## src/rtl/mdu_pkg.sv

```systemverilog
// Shared definitions for the M-extension coprocessor: opcode constants,
// divide funct3 encodings and the divider-controller state type.
package mdu_pkg;

  localparam logic [6:0] OPC_OP    = 7'b0110011;
  localparam logic [6:0] F7_MULDIV = 7'b0000001;

  typedef enum logic [2:0] {
    F3_DIV  = 3'b100,
    F3_DIVU = 3'b101,
    F3_REM  = 3'b110,
    F3_REMU = 3'b111
  } div_funct3_e;

  typedef enum logic [2:0] {
    IDLE,
    ISSUE,
    WAIT,
    RESP,
    COOL
  } div_state_e;

endpackage

```

## src/rtl/mdu_insn_decode.sv

```systemverilog
// Combinational decode of an M-extension divide instruction.
// It is shared with the MUL path, which ignores the divide flags.
module mdu_insn_decode
  import mdu_pkg::*;
(
  input  logic [31:0] insn,
  output logic        is_div,
  output logic        is_unsigned,
  output logic        is_rem
);

  logic unused_insn_bits;

  assign is_div      = (insn[6:0] == OPC_OP) && (insn[31:25] == F7_MULDIV) && insn[14];
  assign is_unsigned = insn[12];
  assign is_rem      = insn[13];

  // Register fields are not needed to classify the instruction.
  assign unused_insn_bits = ^{insn[24:15], insn[11:7]};

endmodule

```

## src/rtl/pcpi_div_ctrl.sv

```systemverilog
// PCPI initiator for the non-restoring divider. It keeps a one-entry
// quotient/remainder cache so that a paired DIV/REM skips the second divide.
module pcpi_div_ctrl
  import mdu_pkg::*;
#(
  parameter int WIDTH    = 32,
  parameter bit CACHE_EN = 1'b1
) (
  input  logic             clk,
  input  logic             reset,
  input  logic             pcpi_valid,
  input  logic [31:0]      pcpi_insn,
  input  logic [WIDTH-1:0] pcpi_rs1,
  input  logic [WIDTH-1:0] pcpi_rs2,
  output logic             pcpi_wr,
  output logic [WIDTH-1:0] pcpi_rd,
  output logic             pcpi_wait,
  output logic             pcpi_ready,
  output logic             div_start,
  output logic             div_unsigned,
  output logic [WIDTH-1:0] div_a,
  output logic [WIDTH-1:0] div_b,
  input  logic [WIDTH-1:0] div_q,
  input  logic [WIDTH-1:0] div_r,
  input  logic             div_done
);

  div_state_e       state;
  logic             is_div;
  logic             is_unsigned;
  logic             is_rem;
  logic             is_rem_q;
  logic             done_seen_low;
  logic             abort_q;
  logic             cache_valid;
  logic             cache_uns;
  logic [WIDTH-1:0] cache_a;
  logic [WIDTH-1:0] cache_b;
  logic [WIDTH-1:0] cache_q;
  logic [WIDTH-1:0] cache_r;
  logic             cache_hit;

  mdu_insn_decode u_decode (
    .insn        (pcpi_insn),
    .is_div      (is_div),
    .is_unsigned (is_unsigned),
    .is_rem      (is_rem)
  );

  assign cache_hit = CACHE_EN && cache_valid && (pcpi_rs1 == cache_a) &&
                     (pcpi_rs2 == cache_b) && (is_unsigned == cache_uns);

  // done_seen_low guards against a divider that still holds done from the previous op.
  always_ff @(posedge clk) begin
    if (reset) begin
      state         <= IDLE;
      pcpi_wr       <= 1'b0;
      pcpi_rd       <= '0;
      pcpi_wait     <= 1'b0;
      pcpi_ready    <= 1'b0;
      div_start     <= 1'b0;
      div_unsigned  <= 1'b0;
      div_a         <= '0;
      div_b         <= '0;
      is_rem_q      <= 1'b0;
      done_seen_low <= 1'b0;
      abort_q       <= 1'b0;
      cache_valid   <= 1'b0;
      cache_uns     <= 1'b0;
      cache_a       <= '0;
      cache_b       <= '0;
      cache_q       <= '0;
      cache_r       <= '0;
    end else begin
      div_start  <= 1'b0;
      pcpi_ready <= 1'b0;
      pcpi_wr    <= 1'b0;
      case (state)
        IDLE: begin
          if (pcpi_valid && is_div) begin
            div_a        <= pcpi_rs1;
            div_b        <= pcpi_rs2;
            div_unsigned <= is_unsigned;
            is_rem_q     <= is_rem;
            abort_q      <= 1'b0;
            if (cache_hit) begin
              pcpi_rd    <= is_rem ? cache_r : cache_q;
              pcpi_ready <= 1'b1;
              pcpi_wr    <= 1'b1;
              state      <= RESP;
            end else begin
              div_start <= 1'b1;
              pcpi_wait <= 1'b1;
              state     <= ISSUE;
            end
          end
        end
        ISSUE: begin
          done_seen_low <= 1'b0;
          if (!pcpi_valid) abort_q <= 1'b1;
          state <= WAIT;
        end
        WAIT: begin
          if (!div_done) done_seen_low <= 1'b1;
          if (!pcpi_valid) abort_q <= 1'b1;
          if (div_done && done_seen_low) begin
            cache_valid <= 1'b1;
            cache_a     <= div_a;
            cache_b     <= div_b;
            cache_uns   <= div_unsigned;
            cache_q     <= div_q;
            cache_r     <= div_r;
            pcpi_wait   <= 1'b0;
            // A core that withdrew the request still gets the cache filled, but no response.
            if (abort_q || !pcpi_valid) begin
              state <= COOL;
            end else begin
              pcpi_rd    <= is_rem_q ? div_r : div_q;
              pcpi_ready <= 1'b1;
              pcpi_wr    <= 1'b1;
              state      <= RESP;
            end
          end
        end
        RESP:    state <= COOL;
        COOL:    state <= IDLE;
        default: state <= IDLE;
      endcase
    end
  end

endmodule

```

## config.mk

```make
export PLATFORM = sky130hd
export DESIGN_NAME = pcpi_div_ctrl
export DESIGN_NICKNAME = d
export VERILOG_FILES = /design/src/rtl/mdu_pkg.sv /design/src/rtl/mdu_insn_decode.sv /design/src/rtl/pcpi_div_ctrl.sv
export SDC_FILE = /design/constraint.sdc
export NUM_CORES = 1
export LEC_CHECK = 0
export ABC_AREA = 1
export BUFFER_PORTS_ARGS = -buffer_cell sky130_fd_sc_hd__buf_4
export CAP_MARGIN = 30
export CORE_ASPECT_RATIO = 0.6
export CORE_UTILIZATION = 36
export DETAILED_ROUTE_END_ITERATION = 10
export PLACE_DENSITY_LB_ADDON = 0.25
export SYNTH_ARGS = -nofsm -noshare
export SYNTH_HDL_FRONTEND = slang
export SYNTH_SLANG_ARGS = --single-unit
```

## constraint.sdc

```tcl
create_clock -name clk -period 3.6 [get_ports clk]
set_input_delay 0.54 -clock clk [delete_from_list [all_inputs] [get_ports clk]]
set_output_delay 0.54 -clock clk [all_outputs]
set_load 0.03 [all_outputs]
```

==> run_results.csv, run 1 <==
group,metric,value,unit
outcome,status,"finished clean",
yosys,synth_warnings,0,
sta,min_period,2.21,ns
worst_setup_path,reg2reg_from,"cache_b[19]",
global_route,antenna_found_initial,0,
power_and_ir_drop,ir_drop,0.386,mV
final_layout,fin_cells,2131,
global_route,grt_use_met3,6.40,%
global_route,top_usage_layer,"met2",
worst_setup_path,cp.arrival,2.67,ns
power_and_ir_drop,finalPower,5.62,mW
route,antenna_left,0,
cts,clk_latency,0.53,ns
worst_hold_path,min_from,"div_r[14]",
route,wl_per_cell,14.5,um
final_layout,multi_input_area,4630,um2
sta,rsz0062_at_grt,"false",
floorplan,dieArea,30400,um2
floorplan,start_util,36.9,%
route,drt-initial-drc-count,597,
final_layout,antennaDiodeCount,0,
final_layout,final_cell_mix,"257 x buf_4, 235 x dfxtp_1, 226 x nand2_1",
sta,slew_violations,0,
yosys,avgSynthCellArea,7.00,um2
cts,clock_path_buffers,3,
global_route,grt_overflow,0,
route,routed_via_density,4.71,
cts,path_clk_slew,0.07,ns
sta,fmax,453,MHz
final_layout,layout-drive-gt1-share,20.0,%
sta,tightest_slew,0.736,ns
worst_setup_path,endpoint_kind,"register",
global_route,grtUsageTotal,20.0,%
final_layout,layout_commonest_cell,"buf_4",
power_and_ir_drop,power.density,417,nW/um2
yosys,ys_types,30,
sta,setup_viol,0,
final_layout,area_delta_synth_final,26.4,%
global_route,met2_usage,29.1,%
final_layout,n_fill_cell,2926,
worst_hold_path,hold_path.class,"input port to register",
floorplan,core,28900,um2
global_route,grt_start_max_net_pins,128,
floorplan,io_pins,265,
cts,cts_resized,0,
yosys,synth_cells,1524,
run,maxCapViolCount,0,
cts,post_cts_buffers,0,
floorplan,fp.dieW,224,um
placed_design,portBuffers,249,
floorplan,die_h,135,um
cts,ctsHtreeMaxLevel,1,
worst_setup_path,worstPathRequired,4.06,ns
yosys,synth.net_count,1688,
cts,cts_tree,"done",
placed_design,place_congestion,0.779,
worst_setup_path,path_max_fanout,32,
placed_design,dp.cells,2087,
worst_setup_path,crit_path_start_kind,"register",
route,drcViolationCount,0,
cts,hold_buffers,0,
worst_setup_path,path_class,"register to register",
route,finalWirelength,30.9,mm
sta,fin_crit_sh,61.4,%
cts,cts-root-buf,"clkbuf_16",
power_and_ir_drop,p_leak,6.12,nW
worst_setup_path,crit_start,"cache_b[19]",
yosys,syn_area,10700,um2
yosys,synth_seq_cells,236,
cts,cts_made_buffers,24,
route,first_pass_iters,5,
global_route,use_met1,28.7,%
sta,fin_skew,0.0104,ns
placed_design,place_hpwl,21.1,mm
global_route,first_global_vias,8973,
global_route,grt_pass1_wl,48.3,mm
cts,clkSinkCount,236,
floorplan,core.rowCount,48,
route,vias,10000,
sta,hold_viol_final,0,
final_layout,final_net_count,1877,
sta,maxSlewHeadroom,50.9,%
final_layout,regArea,4730,um2
sta,setup_tns,0,ns
yosys,seq_area_frac_synth,44.3,%
-- stage by stage --
stage	hold WS (ns)	worst slack [ns]	utilization (%)	cell area, um2
after floorplan	0.433	1.88	-	10700
after global placement	0.450	1.05	43.7	12700
after detailed placement	0.460	1.08	43.8	12700
after CTS	0.213	1.34	46.6	13500
after global routing	0.231	1.21	46.6	13500
final	0.240	1.39	46.6	13500
-- final timing paths --
kind | to | slack (ns) | depth (start not counted)
setup / recovery | pcpi_rd[31] | 1.39 | 12
hold / removal | cache_r[14] | 0.24 | 3
setup reg to reg | pcpi_rd[31] | 1.39 | 12
hold reg to reg | cache_a[26] | 0.47 | 2
-- kinds of logic (layout without fill, tap and decap cells) --
group,count (synthesis),after routing,share of synthesized area (%)
AOI/OAI and AO/OA,428,428,21.1
and+or+nand+nor,530,530,20.9
xor gates and xnor gates,17,17,1.40
DFF,236,236,44.3
buffers and inverters,313,520,12.3
-- state kept, by name, summed over array words and instances (netlist names), 3 cells and up --
register / count
cache_b: 32
div_a: 32
cache_r: 32
div_b: 32
cache_a: 32
state: 3
pcpi_rd: 32
cache_q: 32
-- synthesized netlist by cell type, drive strengths merged --
cell type,n,area (um2)
nor2,244,1020
dfxtp,236,4720
nand2,229,872
inv,215,807
o21ai,207,1040
a21oi,161,806
clkbuf,53,199
buf,45,307
nand3,39,200
a31oi,32,200
a211oi,27,203
xnor2,16,140
nand4,9,71.3
nor3,4,31.3
or2,3,18.8
nand3b,2,15.0
o21a,1,7.51
xor2,1,8.76
-- final cells by class --
class,instances,share of cell area (%)
Inverter,215,6.03
Timing Repair Buffer,261,15.0
Multi-Input combinational cell,975,34.4
Clock buffer,39,5.55
Tap cell,400,3.71
Sequential cell,236,35.0
Clock inverter,5,0.371
-- power by group --
group / internal [mW] / switching, mW / total (mW)
sequential: 2.62 / 0.00796 / 2.63
combinational: 0.194 / 0.250 / 0.444
clock: 1.49 / 1.06 / 2.55
-- critical path, cell delays in order (launching register included) --
cell,delay (ns)
dfxtp_1,0.35
inv_1,0.05
nand2_1,0.05
nand2_1,0.05
inv_1,0.04
nand2_1,0.04
nor2_1,0.12
nand2_1,0.15
nor2_2,0.33
nand4_4,0.53
nand3_1,0.24
nand2_1,0.08
nor2_1,0.10
-- routing by layer --
layer  share of wire [%]  wire length [um]
met1                  49             15200
met2                  41             12700
met3                 8.4              2590
met4                 1.4               438
met5                   0                 0
Note: power is estimated with default switching activity, not from simulation.
==> run 2: changes to the inputs <==
--- a/config.mk
+++ b/config.mk
@@ -5,7 +5,7 @@
 export SDC_FILE = /design/constraint.sdc
 export NUM_CORES = 1
 export LEC_CHECK = 0
-export ABC_AREA = 1
+export ABC_AREA = 0
 export BUFFER_PORTS_ARGS = -buffer_cell sky130_fd_sc_hd__buf_4
 export CAP_MARGIN = 30
 export CORE_ASPECT_RATIO = 0.6
==> constraint.sdc (replaced) <==
create_clock -name clk -period 2.1 [get_ports clk]
set_input_delay 0.315 -clock clk [delete_from_list [all_inputs] [get_ports clk]]
set_output_delay 0.315 -clock clk [all_outputs]
set_load 0.03 [all_outputs]
==> run 2 against run 1 <==
Effect of this change: the run now ends with negative setup slack left; sequential power rose by 70%; clock-buffer cell count fell by 3; design area up 5.0%; combinational power grew 46%; final cell count fell by 8.0%; synthesized area decreased by 1.6%; utilization rose by 2.8 points; sequential share of layout area down 1.6 points; critical endpoint is now pcpi_rd[12]; worst setup slack lost 1.4 ns; critical path depth fell by 4; worst hold slack worse by 0.21 ns; fmax is 3.2% higher; largest power group unchanged.
==> run_results.csv, run 2 <==
group,metric,value,unit
outcome,status,"complete, but fails checks",
outcome,violations,"negative setup slack",
worst_setup_path,path_cells,"xnor2_2 > nand4_1 > nor4_2 > nand4_1 > nor3_4 > o21ai_4 > buf_12 > mux2i_1",
worst_setup_path,endpoint_kind,"register",
floorplan,dieArea,29900,um2
route,first_pass_iters,7,
power_and_ir_drop,pwr-share-seq,46.8,%
final_layout,final_cell_mix,"398 x nand2_1, 312 x buf_4, 228 x dfxtp_1",
worst_setup_path,cp.arrival,2.55,ns
sta,maxSlewHeadroom,53.1,%
yosys,ys_types,40,
yosys,synth_top_area_share,45.0,%
route,vias,10000,
sta,tightest_slew,0.704,ns
worst_setup_path,path_class,"register to register",
power_and_ir_drop,switching_power,2.17,mW
power_and_ir_drop,ir_drop,0.449,mV
power_and_ir_drop,combPwrFrac,6.8,%
cts,clk_latency,0.54,ns
worst_setup_path,crit_path_start_kind,"register",
floorplan,io_pins,265,
placed_design,place_area,13200,um2
sta,fin_crit_sh,102,%
floorplan,core.rowCount,48,
global_route,grt_pass1_wl,52.1,mm
sta,min_period,2.14,ns
power_and_ir_drop,power.density,676,nW/um2
worst_setup_path,worstPathRequired,2.51,ns
yosys,avgSynthCellArea,8.03,um2
yosys,synth_warnings,0,
final_layout,fin_cells,1960,
cts,cts_tree,"done",
power_and_ir_drop,switching_share,22.6,%
final_layout,antennaDiodeCount,0,
worst_setup_path,max_stage_delay,0.34,ns
final_layout,layout-drive-gt1-share,25.2,%
global_route,grtUsageTotal,22.0,%
cts,clock_path_buffers,3,
yosys,synth.most_common_cell,"nand2_1",
yosys,synth_edf_count,0,
placed_design,place_congestion,0.957,
route,routed_via_density,5.11,
cts,ctsHtreeMaxLevel,1,
cts,post_cts_buffers,0,
yosys,synth_top_area_cell,"dfxtp_1",
placed_design,portBuffers,249,
worst_hold_path,hold_path.class,"input port to register",
yosys,synth_seq_cells,236,
yosys,synth.net_count,1472,
placed_design,dp.cells,1917,
floorplan,die_h,134,um
floorplan,core,28700,um2
cts,cts-root-buf,"clkbuf_16",
global_route,grt_start_max_net_pins,130,
cts,path_clk_slew,0.06,ns
sta,slew_violations,0,
sta,fmax,467,MHz
worst_setup_path,path_max_fanout,18,
global_route,first_global_vias,9215,
cts,cts_made_buffers,25,
power_and_ir_drop,p_int,7.41,mW
sta,fin_skew,0.0226,ns
final_layout,layout_commonest_cell,"nand2_1",
sta,hold_viol_final,0,
route,antenna_left,0,
final_layout,area_delta_synth_final,34.9,%
global_route,antenna_found_initial,0,
sta,rsz0062_at_grt,"true",
sta,setup_viol,14,
yosys,syn_area,10500,um2
final_layout,n_fill_cell,2772,
route,wl_per_cell,17.4,um
power_and_ir_drop,clockPowerShare,46.5,%
yosys,synthTopCellsByArea,"dfxtp_1 45%, nand2_1 14%, a21oi_1 9.4%",
final_layout,final_net_count,1733,
power_and_ir_drop,finalPower,9.57,mW
sta,worst_slack,-0.0409,ns
global_route,grt_overflow,0,
route,finalWirelength,34.0,mm
worst_setup_path,slowest_stage,"dfxtp_1",
route,drt-initial-drc-count,698,
route,drcViolationCount,0,
yosys,ys.flop_type,"dfxtp_1",
cts,hold_buffers,0,
floorplan,fp.dieW,223,um
cts,clkSinkCount,236,
yosys,synth-async-reset-ratio,0,%
placed_design,place_hpwl,23.7,mm
placed_design,dp_worst_setup_slack,-0.324,ns
power_and_ir_drop,p_leak,5.34,nW
yosys,ys_top_cells_by_count,"399 x nand2_1, 236 x dfxtp_1, 198 x a21oi_1",
worst_setup_path,critPathMostFrequentCell,"nand4_1",
sta,setup_tns,-0.370,ns
floorplan,start_util,36.6,%
run,maxCapViolCount,0,
final_layout,design_area,14200,um2
yosys,seq_area_frac_synth,45.0,%
yosys,synth_cells,1308,
## run 2: changes by cell type in the layout (fill, tap and decap cells not counted), sizes merged, moves of 67 or more
cell / delta
o21ai: -204
buf: +67
nor2: -233
inv: -206
nand2: +170
nand2b: +72
## run 2: routing by layer
metal,global-route usage [%],part of all wire (%),vias up,wire length [um]
met5,0,0,-,0
met4,3.33,1.1,0,374
met3,5.67,8.0,21,2730
met2,31.2,41,318,13900
met1,33.4,50,4726,17100
li1,-,-,4945,-
## run 2: what timing repair did
| item | 4_1_cts | 5_1_grt |
|---|---|---|
| resized for setup | 10 | 16 |
| endpoints found under the setup margin | 34 | 34 |
| pin swaps | 9 | 4 |
## run 2: final cells by class
class	instances	area (um2)	share of cell area [%]
Timing Repair Buffer	329	2650	18.7
Inverter	7	26.3	0.185
Tap cell	375	469	3.31
Multi-Input combinational cell	970	5480	38.7
Clock inverter	7	91.3	0.645
Sequential cell	236	4730	33.4
Clock buffer	36	717	5.06
## run 2: kinds of logic after synthesis
kind of cell	synth area share [%]
multiplexers	6.10
buffers and inverters	4.22
XOR/XNOR	3.59
AND/OR/NAND/NOR	25.1
AO/OA/AOI/OAI	16.0
flip-flops	45.0
## run 2: stage by stage
stage	utilization, %	hold WS, ns
3_5_place_dp	46.1	0.442
4_1_cts	49.1	0.000898
5_1_grt	49.3	0.00865
2_1_floorplan	-	0.427
3_3_place_gp	46.1	0.437
6_report	49.3	0.0310
## run 2: worst max-delay path, delay by kind of cell (launching register included)
| family | cells | cell delay (ns) |
|---|---|---|
| AND/OR/NAND/NOR | 4 | 1.05 |
| flip-flops | 1 | 0.34 |
| XOR/XNOR | 1 | 0.18 |
| buffers and inverters | 1 | 0.18 |
| multiplexers | 1 | 0.13 |
| AO/OA/AOI/OAI | 1 | 0.11 |
## run 2: path summary, 6_finish.rpt
| check | slack, ns | cells past startpoint | from | end |
|---|---|---|---|---|
| setup / recovery | -0.04 | 8 | cache_b[27] | pcpi_rd[12] |
| hold / removal | 0.03 | 3 | div_q[22] | cache_q[22] |
| setup reg to reg | -0.04 | 8 | cache_b[27] | pcpi_rd[12] |
| hold reg to reg | 0.45 | 2 | cache_q[13] | cache_q[13] |
## run 2: power by group through the flow
stage / Combinational (mW) / Clock (mW) / Sequential [mW]
global placement: 0.622 / 0 / 4.58
CTS: 0.635 / 4.58 / 4.48
global route: 0.689 / 4.75 / 4.47
finish: 0.648 / 4.45 / 4.48
floorplan: 0.200 / 0 / 4.58
detailed placement: 0.626 / 0 / 4.58
